## src/rtl/imem_loader.sv

```systemverilog
// Boot loader: assembles little-endian words from a byte stream into instruction memory,
// holds the CPU in reset until the zero terminator is written, then counts run cycles.
module imem_loader #(
  parameter int unsigned IMEM_DEPTH = 256,
  parameter int unsigned ADDR_W     = 8,
  parameter int unsigned CNT_W      = 32,
  parameter int unsigned RST_HOLD   = 2
) (
  input  logic              clk,
  input  logic              reset,
  input  logic [7:0]        in_data,
  input  logic              in_valid,
  output logic              in_ready,
  output logic              imem_we,
  output logic [ADDR_W-1:0] imem_addr,
  output logic [31:0]       imem_wdata,
  output logic              cpu_reset,
  input  logic              end_program,
  output logic              done,
  output logic              err,
  output logic [CNT_W-1:0]  cycle_count
);

  // RST_HOLD is expected to be at least 1.
  localparam int unsigned HoldW = (RST_HOLD > 1) ? $clog2(RST_HOLD) : 1;
  localparam logic [HoldW-1:0]  HoldLast = HoldW'(RST_HOLD - 1);
  localparam logic [ADDR_W-1:0] LastAddr = ADDR_W'(IMEM_DEPTH - 1);

  typedef enum logic [2:0] {StLoad, StRelease, StRun, StDone, StError} state_e;

  state_e            state_q, state_d;
  logic [1:0]        byte_idx_q, byte_idx_d;
  logic [23:0]       word_q, word_d;
  logic [ADDR_W-1:0] word_ptr_q, word_ptr_d;
  logic [HoldW-1:0]  hold_q, hold_d;
  logic              in_ready_q, in_ready_d;
  logic              imem_we_q, imem_we_d;
  logic [ADDR_W-1:0] imem_addr_q, imem_addr_d;
  logic [31:0]       imem_wdata_q, imem_wdata_d;
  logic              cpu_reset_q, cpu_reset_d;
  logic              done_q, done_d;
  logic              err_q, err_d;
  logic [CNT_W-1:0]  count_q, count_d;
  logic [31:0]       full_word;

  always_ff @(posedge clk or negedge reset) begin
    if (!reset) begin
      state_q      <= StLoad;
      byte_idx_q   <= 2'd0;
      word_q       <= 24'd0;
      word_ptr_q   <= '0;
      hold_q       <= '0;
      in_ready_q   <= 1'b0;
      imem_we_q    <= 1'b0;
      imem_addr_q  <= '0;
      imem_wdata_q <= 32'd0;
      cpu_reset_q  <= 1'b1;
      done_q       <= 1'b0;
      err_q        <= 1'b0;
      count_q      <= '0;
    end else begin
      state_q      <= state_d;
      byte_idx_q   <= byte_idx_d;
      word_q       <= word_d;
      word_ptr_q   <= word_ptr_d;
      hold_q       <= hold_d;
      in_ready_q   <= in_ready_d;
      imem_we_q    <= imem_we_d;
      imem_addr_q  <= imem_addr_d;
      imem_wdata_q <= imem_wdata_d;
      cpu_reset_q  <= cpu_reset_d;
      done_q       <= done_d;
      err_q        <= err_d;
      count_q      <= count_d;
    end
  end

  always_comb begin
    state_d      = state_q;
    byte_idx_d   = byte_idx_q;
    word_d       = word_q;
    word_ptr_d   = word_ptr_q;
    hold_d       = hold_q;
    imem_we_d    = 1'b0;
    imem_addr_d  = imem_addr_q;
    imem_wdata_d = imem_wdata_q;
    count_d      = count_q;
    full_word    = {in_data, word_q};

    unique case (state_q)
      StLoad: begin
        if (in_valid && in_ready_q) begin
          byte_idx_d = byte_idx_q + 2'd1;
          unique case (byte_idx_q)
            2'd0: word_d[7:0]   = in_data;
            2'd1: word_d[15:8]  = in_data;
            2'd2: word_d[23:16] = in_data;
            default: begin
              imem_we_d    = 1'b1;
              imem_addr_d  = word_ptr_q;
              imem_wdata_d = full_word;
              word_ptr_d   = word_ptr_q + 1'b1;
              // The terminator is written even in the last slot, and wins over overflow.
              if (full_word == 32'd0) begin
                state_d = StRelease;
              end else if (word_ptr_q == LastAddr) begin
                state_d = StError;
              end
            end
          endcase
        end
      end
      StRelease: begin
        if (hold_q == HoldLast) begin
          state_d = StRun;
        end else begin
          hold_d = hold_q + 1'b1;
        end
      end
      StRun: begin
        if (end_program) begin
          state_d = StDone;
        end else if (count_q != '1) begin
          count_d = count_q + 1'b1;
        end
      end
      StDone, StError: ;
      default: state_d = StLoad;
    endcase

    // Flags follow the next state so every output is a plain register.
    in_ready_d  = (state_d == StLoad);
    cpu_reset_d = (state_d != StRun) && (state_d != StDone);
    done_d      = (state_d == StDone);
    err_d       = (state_d == StError);
  end

  assign in_ready    = in_ready_q;
  assign imem_we     = imem_we_q;
  assign imem_addr   = imem_addr_q;
  assign imem_wdata  = imem_wdata_q;
  assign cpu_reset   = cpu_reset_q;
  assign done        = done_q;
  assign err         = err_q;
  assign cycle_count = count_q;

endmodule

```

## config.mk

```make
export PLATFORM = sky130hd
export DESIGN_NAME = imem_loader
export DESIGN_NICKNAME = d
export VERILOG_FILES = /design/src/rtl/imem_loader.sv
export SDC_FILE = /design/constraint.sdc
export NUM_CORES = 1
export LEC_CHECK = 0
export BUFFER_PORTS_ARGS = -buffer_cell sky130_fd_sc_hd__buf_2
export CAP_MARGIN = 10
export CORE_MARGIN = 2
export CORE_UTILIZATION = 59
export DETAILED_ROUTE_END_ITERATION = 16
export PLACE_DENSITY = 0.89
export SYNTH_ARGS = -nofsm -noshare
export SYNTH_HDL_FRONTEND = slang
export SYNTH_SLANG_ARGS = --single-unit
export TNS_END_PERCENT = 5
```

## constraint.sdc

```tcl
create_clock -name clk -period 3.21 [get_ports clk]
set_input_delay 0.4815 -clock clk [delete_from_list [all_inputs] [get_ports clk]]
set_output_delay 0.4815 -clock clk [all_outputs]
set_load 0.02 [all_outputs]
```

# Word-level counts from Yosys, hierarchy flattened
# Cells that the tools add are included.
# classes
eq_ne,12
add_sub_neg,4
mux,11
bitwise_logic,2
n_reduce_logical,14
# ops
op,n
"adder 32 x 1 -> 32 bit, second input constant",1
logical NOT 32 bit,1
"!= test 32 bit, second input constant",1
2-to-1 mux 3 bit,6
AND reduction 3 bit,5
case mux 3 bit (4 select lines),1
"== test 3 x 2 -> 1 bit, second input constant",3
"adder 8 x 1 -> 8 bit, second input constant",1
"== test 8 bit, second input constant",1
"== test 3 bit, second input constant",2
logical NOT 3 bit,2
"!= test 3 x 2 -> 1 bit, second input constant",2
2-to-1 mux 1 bit,4
"== test 3 x 1 -> 1 bit, second input constant",1
OR reduction 3 bit,1
"adder 2 x 1 -> 2 bit, second input constant",1
"== test 2 x 1 -> 1 bit, second input constant",1
"== test 2 bit, second input constant",1
logical AND 1 bit,2
logical NOT 2 bit,1
NOT 1 bit,2
AND reduction 2 bit,1
OR reduction 2 bit,1
"adder 1 bit, second input constant",1
# word_totals
ff_bits,115
in_bits,12
elab_cells,58
output_inout_bits,77

# Logic depth before layout (Yosys ltp)
# Gate-level depths: netlist (run 1).
# logic_depth
ltp_word,8
mapped_depth,8

# Worst setup path before layout (run 1)
# OpenSTA, ideal clock, no wires.
# synth_timing
path_type,register -> register
from,"reg count_q[0], in the netlist cycle_count[0]"
to,"reg count_q[1], in the netlist cycle_count[1]"
setup_ns,0.125
setup_slack_ns,1.020
n_path_buf,0
arrival_ns,2.065
t_required_ns,3.085
stages_incl_launch_ff,7
path_cell_list,dfrtp_1 -> ha_1 -> nand4_1 -> nor3_1 -> and3_1 -> nand2b_1 -> mux2_2
# synth_via
elab_chain_len,2
# synth_lines
element,line,source
from (decl),43,"logic [CNT_W-1:0] count_q, count_d;"
from (signal assigned),74,count_q <= count_d;
branches (longest 2 deep; another with adder 32 x 1 -> 32 bit),--,
# Parallel ways; which one is timed is not known.
# A chain may end at the register's enable or synchronous reset.

# Worst setup path after layout (run 1)
# Ends and elaborated chain as after synthesis.

==> impl_summary.log, run 1 <==
INFO  metric synth_top_cell_area_share = 58.6%
INFO  metric io_pins = 89
INFO  metric initial_core_utilization = between 60% and 70%
INFO  metric comb_power_share = 20.3%
INFO  metric synth_async_sr_flop_share = 100%
INFO  metric worst_r2r_endpoint = cycle_count[1]
INFO  metric synth_enable_flop_cells = 0
INFO  metric worst_ep_arrival_time = 2660 ps
INFO  metric fin_worst_skew = slightly above 8 ps
INFO  metric synth.distinct_cells = 39
INFO  metric cts.hold.buffers_added = 0
INFO  metric placeableCoreArea = about 8000 um^2
INFO  metric area_growth_syn_to_layout = 23.6%
INFO  metric worstHoldPathType = primary input to asynchronous set/reset pin
INFO  metric worstSetupStartpointType = flop
INFO  metric pin_count_of_the_biggest_net_entering_global_routing = 65
INFO  metric dominantRegCellSynth = sky130_fd_sc_hd__dfrtp_1
INFO  metric finalSetupTns = 0 ps
INFO  metric p_sw_share = 32.0%
INFO  metric synthTopCellsByArea = sky130_fd_sc_hd__dfrtp_1 (59%), sky130_fd_sc_hd__nand2_1 (11%), sky130_fd_sc_hd__mux2_2 (6.0%)
INFO  metric flip_flop_and_latch_count_after_synthesis = approximately 120
INFO  metric internal_power = around 3500 uW
INFO  metric clk_root_buffer_cell = sky130_fd_sc_hd__clkbuf_8
INFO  metric clock_tree_from_tritoncts = yes
INFO  metric synth-warning-count = 0
INFO  metric via_count = 3,806
INFO  metric relSlewSlack = about a quarter
INFO  metric slew_viol_final = 0
INFO  metric fmaxAchievable = approximately 440 MHz
INFO  metric post-dp-hpwl = slightly above 7000 um
INFO  metric detail_route.wl_per_cell = roughly 17 um
INFO  metric drc_violation_total_after_the_first_tritonroute_iteration = 160
INFO  metric fin_hold_ws = 14.4 ps
INFO  metric grt.met3_usage = under 10%
INFO  metric critical_path.startpoint = cycle_count[0]
INFO  metric grt-busiest-layer = met2
INFO  metric synth-seq-area-share = between 50% and 60%
INFO  metric powerDensity = ~850 nW/um^2
INFO  metric pwr-share-seq = 42.8%
INFO  metric path_cells = ha_1, nand4_1, nor3_1, and3_1, nand2b_1, mux2_2
INFO  metric gp_congestion = roughly 0.90
INFO  metric critPathMaxFanout = 4
INFO  metric power.switching = between 1500 and 2000 uW
INFO  metric drt_pass1_iterations = 6
INFO  metric tightest_slew = around 1100 ps
INFO  metric share_clk_of_total_power = 36.9%
INFO  metric share_of_layout_cells_above_drive_strength_1 = 27.9%
INFO  metric cts_htree_levels = 4
INFO  metric critical_path.reg2reg.startpoint = cycle_count[0]
INFO  metric cellLeakagePower = between 0.003 and 0.004 uW
INFO  metric postRouteWirelength = approximately 11,000 um
INFO  metric synthesized_net_count = 472
INFO  metric timing_hold_violations_final = 0
INFO  metric period_minus_slack = about 2300 ps
INFO  metric cts.path.max_buffers = 2
INFO  metric vias_in_the_first_global_route = 3,788
INFO  metric syn_inst = between 400 and 500
INFO  metric synth_area = slightly below 5000 um^2
INFO  metric remaining_drc_errors = 0
INFO  metric final_nets = 567
INFO  metric ant_nets = 0
INFO  metric r2r_slack = between 900 and 1000 ps
INFO  metric end_kind = flop
INFO  metric synthDominantAreaCellType = sky130_fd_sc_hd__dfrtp_1
INFO  metric rr_worst_depth = 6
INFO  metric design.die.area = approximately 9000 um^2
INFO  metric layout.core_utilization = between 70% and 80%
INFO  metric syn_avg_cell_area = approximately 11 um^2
INFO  metric report.final.setup_viol = 0
INFO  metric tritoncts_num_sinks = between 100 and 150
INFO  metric clk_latency = between 500 and 600 ps
INFO  metric detail_route.vias_per_cell = 5.71
INFO  metric gr-usage-met1 = about a third
INFO  metric finalCritPeriodShare = a little over two thirds
INFO  metric max-cap-violations = 0
INFO  metric cts_inserted_buffers = 17
INFO  metric post-cts-setup-buffer-count = 0
INFO  metric port_buffer_cells = about 90
INFO  metric slowest_stage = sky130_fd_sc_hd__nor3_1
INFO  metric grt_use_met2 = 43.4%
INFO  metric worst_ir_drop_vdd = 0.636 mV
INFO  metric groute.usage.overall = 26.3%
INFO  metric setup_repair_after_global_routing_missed_its_margin = false
INFO  metric timing.setup.critical_path_class = flop to flop
INFO  metric clkTransAtPathRegs = approximately 50 ps
INFO  metric global_route.overflow_total = 0
INFO  metric grt_first_pass_wirelength = 17,900 um
INFO  metric fp.dieW = between 90 and 100 um
INFO  metric die_h = ~95 um
INFO  metric fp-row-count = 33
INFO  metric outcome = complete, no violations
INFO  metric commonest_non_fill_non_tap_cells_in_the_layout = sky130_fd_sc_hd__nand2_1 (142), sky130_fd_sc_hd__dfrtp_1 (114), sky130_fd_sc_hd__buf_2 (87), sky130_fd_sc_hd__xnor2_1 (26), sky130_fd_sc_hd__mux2_2 (26)
INFO  metric cts.repair.resized = 0
INFO  metric timing.critical_path.required = about 3600 ps
INFO  metric antenna_violations_before_repair = 0
INFO  metric mostFrequentLayoutCell = sky130_fd_sc_hd__nand2_1
INFO  metric critical_path.max_stage_delay = 530 ps
INFO  metric diodes = 0
cells in the mapped netlist (6+ instances only):
master	instances
sky130_fd_sc_hd__a21oi_1	6
sky130_fd_sc_hd__and3_1	9
sky130_fd_sc_hd__clkbuf_1	12
sky130_fd_sc_hd__dfrtp_1	114
sky130_fd_sc_hd__ha_1	6
sky130_fd_sc_hd__mux2_2	26
sky130_fd_sc_hd__nand2_1	142
sky130_fd_sc_hd__nand3_1	16
sky130_fd_sc_hd__nand4_1	17
sky130_fd_sc_hd__nor2_1	13
sky130_fd_sc_hd__nor4_1	11
sky130_fd_sc_hd__xnor2_1	26
sky130_fd_sc_hd__xor2_1	7
how the worst max path moves through the flow:
stage	slack [ps]	cells after the start	endpoint
3_3_place_gp	1110	6	cycle_count[1]
4_1_cts	930	6	cycle_count[1]
2_1_floorplan	1020	6	cycle_count[1]
6_report	940	6	cycle_count[1]
3_5_place_dp	970	6	cycle_count[1]
5_1_grt	760	6	cycle_count[1]
state kept, by name (all words and copies together), names as in the netlist:
signal,count
imem_we,1
imem_addr,8
word_q,24
done,1
word_ptr_q,8
err,1
cpu_reset,1
in_ready,1
imem_wdata,32
byte_idx_q,2
state_q,3
hold_q,1
cycle_count,32
routing by layer:
layer / up-vias / part of all wire [%]
met5: - / 0
met4: 0 / 2.0
met3: 28 / 7.2
met2: 156 / 50
met1: 1888 / 41
li1: 1734 / -
metrics by stage:
stage	cell area, um^2	instances	total power, uW	setup WS, ps
floorplan	4860	454	2770	1020
finish	6010	667	5080	944
CTS	6010	667	5100	931
global route	6010	667	5330	759
detailed placement	5410	635	3200	967
global placement	5410	635	3130	1110
power by group through the flow:
| stage | clock (uW) | sequential [uW] | combinational, uW |
|---|---|---|---|
| 2_1_floorplan | 0 | 2390 | 381 |
| 3_3_place_gp | 0 | 2150 | 981 |
| 3_5_place_dp | 0 | 2170 | 1030 |
| 4_1_cts | 1900 | 2160 | 1040 |
| 5_1_grt | 1980 | 2220 | 1130 |
| 6_report | 1880 | 2180 | 1030 |
critical path, delay by kind of cell, from the launching register on:
kind / cells / cell delay, ps
AND/OR/NAND/NOR: 4 / 1160
flip-flops: 1 / 410
multiplexers: 1 / 340
adder cells (fa/ha/maj): 1 / 240
area by class of cell:
class	instances	area (um^2)
sequential	115	2880
clock inverter	15	183
fill	562	2080
multi-input combinational	319	1910
timing repair buffer	91	478
tap	105	131
inverter	5	18.8
clock buffer	17	414
logic make-up after synthesis:
group,count (synthesis),share of synthesized area [%]
and+or+nand+nor,230,22.1
DFF,115,59.2
xor gates and xnor gates,33,5.94
muxes,28,6.43
AOI/OAI and AO/OA,22,3.19
buffers and inverters,20,1.62
adders and majority gates,6,1.54
Power figures use the tool's default switching activity.
==> inputs of run 2 (changes only) <==
--- a/config.mk
+++ b/config.mk
@@ -8,9 +8,9 @@
 export BUFFER_PORTS_ARGS = -buffer_cell sky130_fd_sc_hd__buf_2
 export CAP_MARGIN = 10
 export CORE_MARGIN = 2
-export CORE_UTILIZATION = 59
+export CORE_UTILIZATION = 50
 export DETAILED_ROUTE_END_ITERATION = 16
-export PLACE_DENSITY = 0.89
+export PLACE_DENSITY = 0.81
 export SYNTH_ARGS = -nofsm -noshare
 export SYNTH_HDL_FRONTEND = slang
 export SYNTH_SLANG_ARGS = --single-unit
==> constraint.sdc (replaced) <==
create_clock -name clk -period 1.9 [get_ports clk]
set_input_delay 0.285 -clock clk [delete_from_list [all_inputs] [get_ports clk]]
set_output_delay 0.285 -clock clk [all_outputs]
set_load 0.02 [all_outputs]
==> run 2 against run 1 <==
Net effect:
- setup slack worse by 960 ps
- largest cell class unchanged
- total power is 69% higher
- routed wire length is 1.6% higher
- via count is 1.4% higher
- non-clock buffer count is 32 higher
- sequential power is 69% higher
- the flow now finishes with violations (negative setup slack)
==> impl_summary.log, run 2 (same netlist as run 1, synthesis figures left out) <==
INFO  metric clkTransAtPathRegs = about 60 ps
INFO  metric fin_worst_skew = roughly 10 ps
INFO  metric clock_tree_from_tritoncts = yes
INFO  metric layout_setup_ws = -12.5 ps
INFO  metric cts.path.max_buffers = 2
INFO  metric placeableCoreArea = a little over 9000 um^2
INFO  metric worstSetupStartpointType = flop
INFO  metric final_nets = 599
INFO  metric die_h = just over 100 um
INFO  metric gp_congestion = 0.820
INFO  metric hold_end = imem_wdata[25]
INFO  metric groute.usage.overall = between 20% and 30%
INFO  metric detail_route.vias_per_cell = 5.34
INFO  metric diodes = 0
INFO  metric io_pins = between 80 and 90
INFO  metric detail_route.wl_per_cell = between 15 and 20 um
INFO  metric remaining_drc_errors = 0
INFO  metric worstHoldPathType = primary input to flop
INFO  metric timing_hold_violations_final = 0
INFO  metric design.die.area = ~11,000 um^2
INFO  metric fin_hold_ws = between 60 and 70 ps
INFO  metric mostFrequentLayoutCell = sky130_fd_sc_hd__nand2_1
INFO  metric fp-row-count = 35
INFO  metric fmaxAchievable = 523 MHz
INFO  metric area_growth_syn_to_layout = 31.1%
INFO  metric worstHoldStart = in_data[1]
INFO  metric end_kind = flop
INFO  metric powerDensity = 1350 nW/um^2
INFO  metric port_buffer_cells = 88
INFO  metric vias_in_the_first_global_route = 3,835
INFO  metric drt_pass1_iterations = 4
INFO  metric tritoncts_num_sinks = about 120
INFO  metric cts_htree_levels = 4
INFO  metric cts_inserted_buffers = 17
INFO  metric worst_ir_drop_vdd = 0.885 mV
INFO  metric post-dp-hpwl = just under 8000 um
INFO  metric numPlacedInstances = just under 700
INFO  metric finalCritPeriodShare = 101%
INFO  metric pin_count_of_the_biggest_net_entering_global_routing = 51
INFO  metric worst_ep_arrival_time = 2310 ps
INFO  metric r2r_slack = -10 ps
INFO  metric worst_r2r_endpoint = cycle_count[10]
INFO  metric clk_latency = 510 ps
INFO  metric failed_checks = negative setup slack
INFO  metric slew_viol_final = 0
INFO  metric max-cap-violations = 0
INFO  metric antenna_violations_before_repair = 0
INFO  metric via_count = 3,858
INFO  metric grt_first_pass_wirelength = roughly 19,000 um
INFO  metric timing.setup.critical_path_class = flop to flop
INFO  metric report.final.setup_viol = 2
INFO  metric period_minus_slack = roughly 1900 ps
INFO  metric setup_repair_after_global_routing_missed_its_margin = true
INFO  metric rr_worst_depth = 5
INFO  metric share_of_layout_cells_above_drive_strength_1 = roughly a third
INFO  metric relSlewSlack = between 70 and 80%
INFO  metric outcome = finished, violations left
INFO  metric cellLeakagePower = 0.00326 uW
INFO  metric critPathMaxFanout = 4
INFO  metric hold_path_depth = 3
INFO  metric timing.critical_path.required = approximately 2300 ps
INFO  metric drc_violation_total_after_the_first_tritonroute_iteration = approximately 130
INFO  metric layout.cells.non_filler = around 720
INFO  metric fillerInstances = about 690
INFO  metric ant_nets = 0
INFO  metric tightest_slew = between 400 and 500 ps
INFO  metric fp.dieW = between 100 and 150 um
INFO  metric initial_core_utilization = roughly 52%
INFO  metric critical_path.reg2reg.startpoint = state_q[0]
INFO  metric commonest_non_fill_non_tap_cells_in_the_layout = sky130_fd_sc_hd__nand2_1 (140), sky130_fd_sc_hd__dfrtp_1 (109), sky130_fd_sc_hd__buf_2 (87), sky130_fd_sc_hd__buf_4 (32), sky130_fd_sc_hd__xnor2_1 (26)
INFO  metric dpl_worst_slack = -5.40 ps
INFO  metric postRouteWirelength = approximately 11,000 um
INFO  metric global_route.overflow_total = 0
INFO  metric clk_root_buffer_cell = sky130_fd_sc_hd__clkbuf_8
run 2: cell types whose count changed in the layout (fill, tap and decap cells not counted), sizes merged:
cell,delta
inv,+2
buf,+31
clkinv,-2
clkbuf,+1
dlygate4sd3,+1
clkinvlp,-1
run 2: report_power, final:
group | internal [uW] | total [uW] | switching [uW]
clock network | 2010 | 3180 | 1170
registers | 3150 | 3680 | 532
logic | 709 | 1740 | 1030
total | 5870 | 8600 | 2730
run 2: worst max-delay path by stage:
stage	startpoint	to	slack [ps]
finish	state_q[0]	cycle_count[10]	-10
global route	state_q[0]	cycle_count[10]	-100
CTS	state_q[2]	cycle_count[25]	0.2
detailed placement	cycle_count[8]	cycle_count[25]	-5
global placement	state_q[0]	cycle_count[10]	40
floorplan	cycle_count[11]	cycle_count[31]	-10
run 2: critical path: stages, from the launching register on:
cell and delay [ps]:
sky130_fd_sc_hd__dfrtp_1 440, sky130_fd_sc_hd__or4b_1 580, sky130_fd_sc_hd__nor3b_2 300, sky130_fd_sc_hd__o31a_1 240
sky130_fd_sc_hd__nand3_1 100, sky130_fd_sc_hd__xnor2_1 130
run 2: timing repair:
action / in CTS / in global routing
hold buffers: 1 / 0
buffers inserted: 1 / 0
hold endpoints to repair: 24 / 0
pin swaps: 2 / 3
endpoints found under the setup margin: 4 / 47
resized for setup: 1 / 8
run 2: metal layers:
metal | GRT usage (%) | vias to the layer above | wire length, um
met4 | 6.87 | 0 | 82
met5 | 0 | - | 0
met1 | 28.3 | 1935 | 4740
li1 | - | 1798 | -
met2 | 40.2 | 117 | 5940
met3 | 5.76 | 8 | 529
run 2: final cells by class:
class / count / area (um^2) / share of cell area [%]
sequential: 115 / 2890 / 45.3
multi-input combinational: 319 / 1980 / 31.1
timing repair buffer: 123 / 737 / 11.6
clock buffer: 18 / 418 / 6.55
clock inverter: 14 / 175 / 2.75
tap: 129 / 161 / 2.53
inverter: 5 / 18.8 / 0.294
run 2: per-stage QoR:
stage / total power [uW] / setup TNS, ps / utilization (%) / cell area, um^2
4_1_cts: 8680 / 0 / 68.0 / 6340
3_3_place_gp: 5340 / 0 / 61.4 / 5730
2_1_floorplan: 4720 / -25.0 / - / 4910
5_1_grt: 9040 / -523 / 68.4 / 6380
3_5_place_dp: 5440 / -5.40 / 61.4 / 5730
6_report: 8600 / -15.3 / 68.4 / 6380
==> inputs of run 3 (changes only) <==
--- a/config.mk
+++ b/config.mk
@@ -9,8 +9,9 @@
 export CAP_MARGIN = 10
 export CORE_MARGIN = 2
 export CORE_UTILIZATION = 50
+export CTS_CLUSTER_SIZE = 16
 export DETAILED_ROUTE_END_ITERATION = 16
-export PLACE_DENSITY = 0.81
+export PLACE_DENSITY = 0.79
 export SYNTH_ARGS = -nofsm -noshare
 export SYNTH_HDL_FRONTEND = slang
 export SYNTH_SLANG_ARGS = --single-unit
==> run 3 against run 2 <==
Net effect:
- the flow now finishes without violations
- total power about the same
- sequential power about the same
- first-iteration DRC count increased by 47%
- global-route usage increased by 0.93 points
- clock power about the same
- sequential share of layout area decreased by 0.25 points
- non-clock buffer count increased by 5
- register-to-register slack improved by 20 ps
- clock skew decreased by 3.4 ps
- die area unchanged
- largest power group unchanged
==> impl_summary.log, run 3 (same netlist as run 1, synthesis figures left out) <==
INFO  metric worst_ep_arrival_time = about 2300 ps
INFO  metric layout.cells.non_filler = ~730
INFO  metric drc_violation_total_after_the_first_tritonroute_iteration = 185
INFO  metric final_nets = 604
INFO  metric sequential_cell_area = about 2900 um^2
INFO  metric via_count = ~3.8k
INFO  metric io_pins = between 80 and 90
INFO  metric cts_htree_levels = 4
INFO  metric design.die.area = around 11,000 um^2
INFO  metric slew_viol_final = 0
INFO  metric global_route.overflow_total = 0
INFO  metric fp-row-count = 35
INFO  metric area_growth_syn_to_layout = 31.8%
INFO  metric detail_route.wl_per_cell = between 15 and 20 um
INFO  metric hold_end = imem_wdata[28]
INFO  metric antenna_violations_before_repair = 0
INFO  metric gp_congestion = approximately 0.86
INFO  metric fin_hold_ws = 70.5 ps
INFO  metric cts_inserted_buffers = 17
INFO  metric mostFrequentLayoutCell = sky130_fd_sc_hd__nand2_1
INFO  metric worstSetupStartpointType = flop
INFO  metric clk_root_buffer_cell = sky130_fd_sc_hd__clkbuf_8
INFO  metric diodes = 0
INFO  metric report.final.setup_viol = 0
INFO  metric fmaxAchievable = 529 MHz
INFO  metric worst_r2r_endpoint = cycle_count[10]
INFO  metric remaining_drc_errors = 0
INFO  metric placeableCoreArea = between 9000 and 10,000 um^2
INFO  metric grt_first_pass_wirelength = ~19,000 um
INFO  metric finalCritPeriodShare = 99.5%
INFO  metric multi_input_comb_area = just under 2000 um^2
INFO  metric cellLeakagePower = 0.00331 uW
INFO  metric clock_tree_from_tritoncts = yes
INFO  metric vias_in_the_first_global_route = 3,900
INFO  metric post-dp-hpwl = 7860 um
INFO  metric finalSetupTns = 0 ps
INFO  metric max-cap-violations = 0
INFO  metric drt_pass1_iterations = 4
INFO  metric share_of_layout_cells_above_drive_strength_1 = approximately 34%
INFO  metric setup_repair_after_global_routing_missed_its_margin = true
INFO  metric outcome = complete, no violations
INFO  metric relSlewSlack = 71.1%
INFO  metric clkTransAtPathRegs = about 60 ps
INFO  metric rr_worst_depth = 5
INFO  metric powerDensity = around 1300 nW/um^2
INFO  metric initial_core_utilization = 52.2%
INFO  metric fin_worst_skew = between 6 and 7 ps
INFO  metric fp.dieW = approximately 100 um
INFO  metric hold_path_depth = 3
INFO  metric worstHoldStart = in_data[4]
INFO  metric detail_route.vias_per_cell = roughly 5.3
INFO  metric end_kind = flop
INFO  metric power = about 8600 uW
INFO  metric critical_path.startpoint = state_q[0]
INFO  metric postRouteWirelength = 11,600 um
INFO  metric timing.setup.critical_path_class = flop to flop
INFO  metric ant_nets = 0
INFO  metric worstHoldPathType = primary input to flop
INFO  metric die_h = 103 um
INFO  metric clk_latency = 500 ps
INFO  metric timing_hold_violations_final = 0
INFO  metric worst_ir_drop_vdd = between 0.9 and 1 mV
INFO  metric r2r_slack = around 9.4 ps
INFO  metric numPlacedInstances = 693
INFO  metric fillerInstances = ~700
INFO  metric critical_path.reg2reg.startpoint = state_q[0]
INFO  metric groute.usage.overall = 23.9%
INFO  metric cts.path.max_buffers = 2
INFO  metric period_minus_slack = 1890 ps
INFO  metric commonest_non_fill_non_tap_cells_in_the_layout = sky130_fd_sc_hd__nand2_1 (142), sky130_fd_sc_hd__dfrtp_1 (109), sky130_fd_sc_hd__buf_2 (87), sky130_fd_sc_hd__buf_4 (38), sky130_fd_sc_hd__xnor2_1 (26)
INFO  metric tightest_slew = 434 ps
INFO  metric tritoncts_num_sinks = approximately 120
INFO  metric port_buffer_cells = 88
INFO  metric layout.core_utilization = about 69%
INFO  metric pin_count_of_the_biggest_net_entering_global_routing = 60
INFO  metric critPathMaxFanout = 5
INFO  metric timing.critical_path.required = between 2000 and 2500 ps
run 3: cell count changes in the layout (fill, tap and decap cells not counted), moves of 2 or more:
cell	change
sky130_fd_sc_hd__nor4_2	+2
sky130_fd_sc_hd__inv_6	-4
sky130_fd_sc_hd__clkbuf_8	+2
sky130_fd_sc_hd__nor4_1	-2
sky130_fd_sc_hd__clkinv_2	+2
sky130_fd_sc_hd__buf_4	+6
sky130_fd_sc_hd__nand2_1	+2
sky130_fd_sc_hd__nand2_2	-2
run 3: what timing repair did:
item / CTS / global route
endpoints found under the setup margin: 6 / 39
hold buffers: 1 / 0
endpoints found under the hold margin: 114 / 0
gates resized for setup: 1 / 4
pin swaps: 2 / 0
cloned: 0 / 0
buffers inserted: 2 / 0
run 3: layer usage:
layer | up-vias | GRT usage (%) | part of all wire (%)
li1 | 1806 | - | -
met4 | 0 | 11.4 | 1.2
met5 | - | 0 | 0
met1 | 1879 | 30.7 | 42
met3 | 14 | 4.81 | 5.0
met2 | 137 | 39.2 | 51
run 3: area by class of cell:
type | count | share of cell area [%]
multi-input combinational | 319 | 30.8
timing repair buffer | 128 | 12.0
inverter | 5 | 0.293
clock buffer | 19 | 6.89
tap | 129 | 2.52
sequential | 115 | 45.0
clock inverter | 13 | 2.46
run 3: critical path, cell delays in order (launching register included):
cell and delay [ps]:
sky130_fd_sc_hd__dfrtp_1 430, sky130_fd_sc_hd__or4b_1 600, sky130_fd_sc_hd__nor3b_4 280, sky130_fd_sc_hd__o31a_1 230, sky130_fd_sc_hd__nand3_1 110, sky130_fd_sc_hd__xnor2_1 130
run 3: stage by stage:
stage	setup WS, ps	area (um^2)
finish	9.42	6410
global route	-71.7	6410
CTS	6.01	6390
floorplan	-14.5	4910
detailed placement	-33.8	5760
global placement	48.4	5760
run 3: worst max path at each step:
| stage | endpoint | slack [ps] | cells after the start |
|---|---|---|---|
| floorplan | cycle_count[31] | -10 | 5 |
| global placement | cycle_count[10] | 50 | 5 |
| detailed placement | cycle_count[25] | -30 | 5 |
| CTS | cycle_count[30] | 6 | 5 |
| global route | word_q[20] | -70 | 4 |
| finish | cycle_count[10] | 9 | 5 |
run 3: power by group:
part / switching (uW) / internal [uW] / total, uW / leakage, uW
sequential: 532 / 3150 / 3690 / 0.00146
combinational: 1030 / 714 / 1740 / 0.00156
clock: 1110 / 2060 / 3170 / 0.000286
total: 2670 / 5930 / 8600 / 0.00331
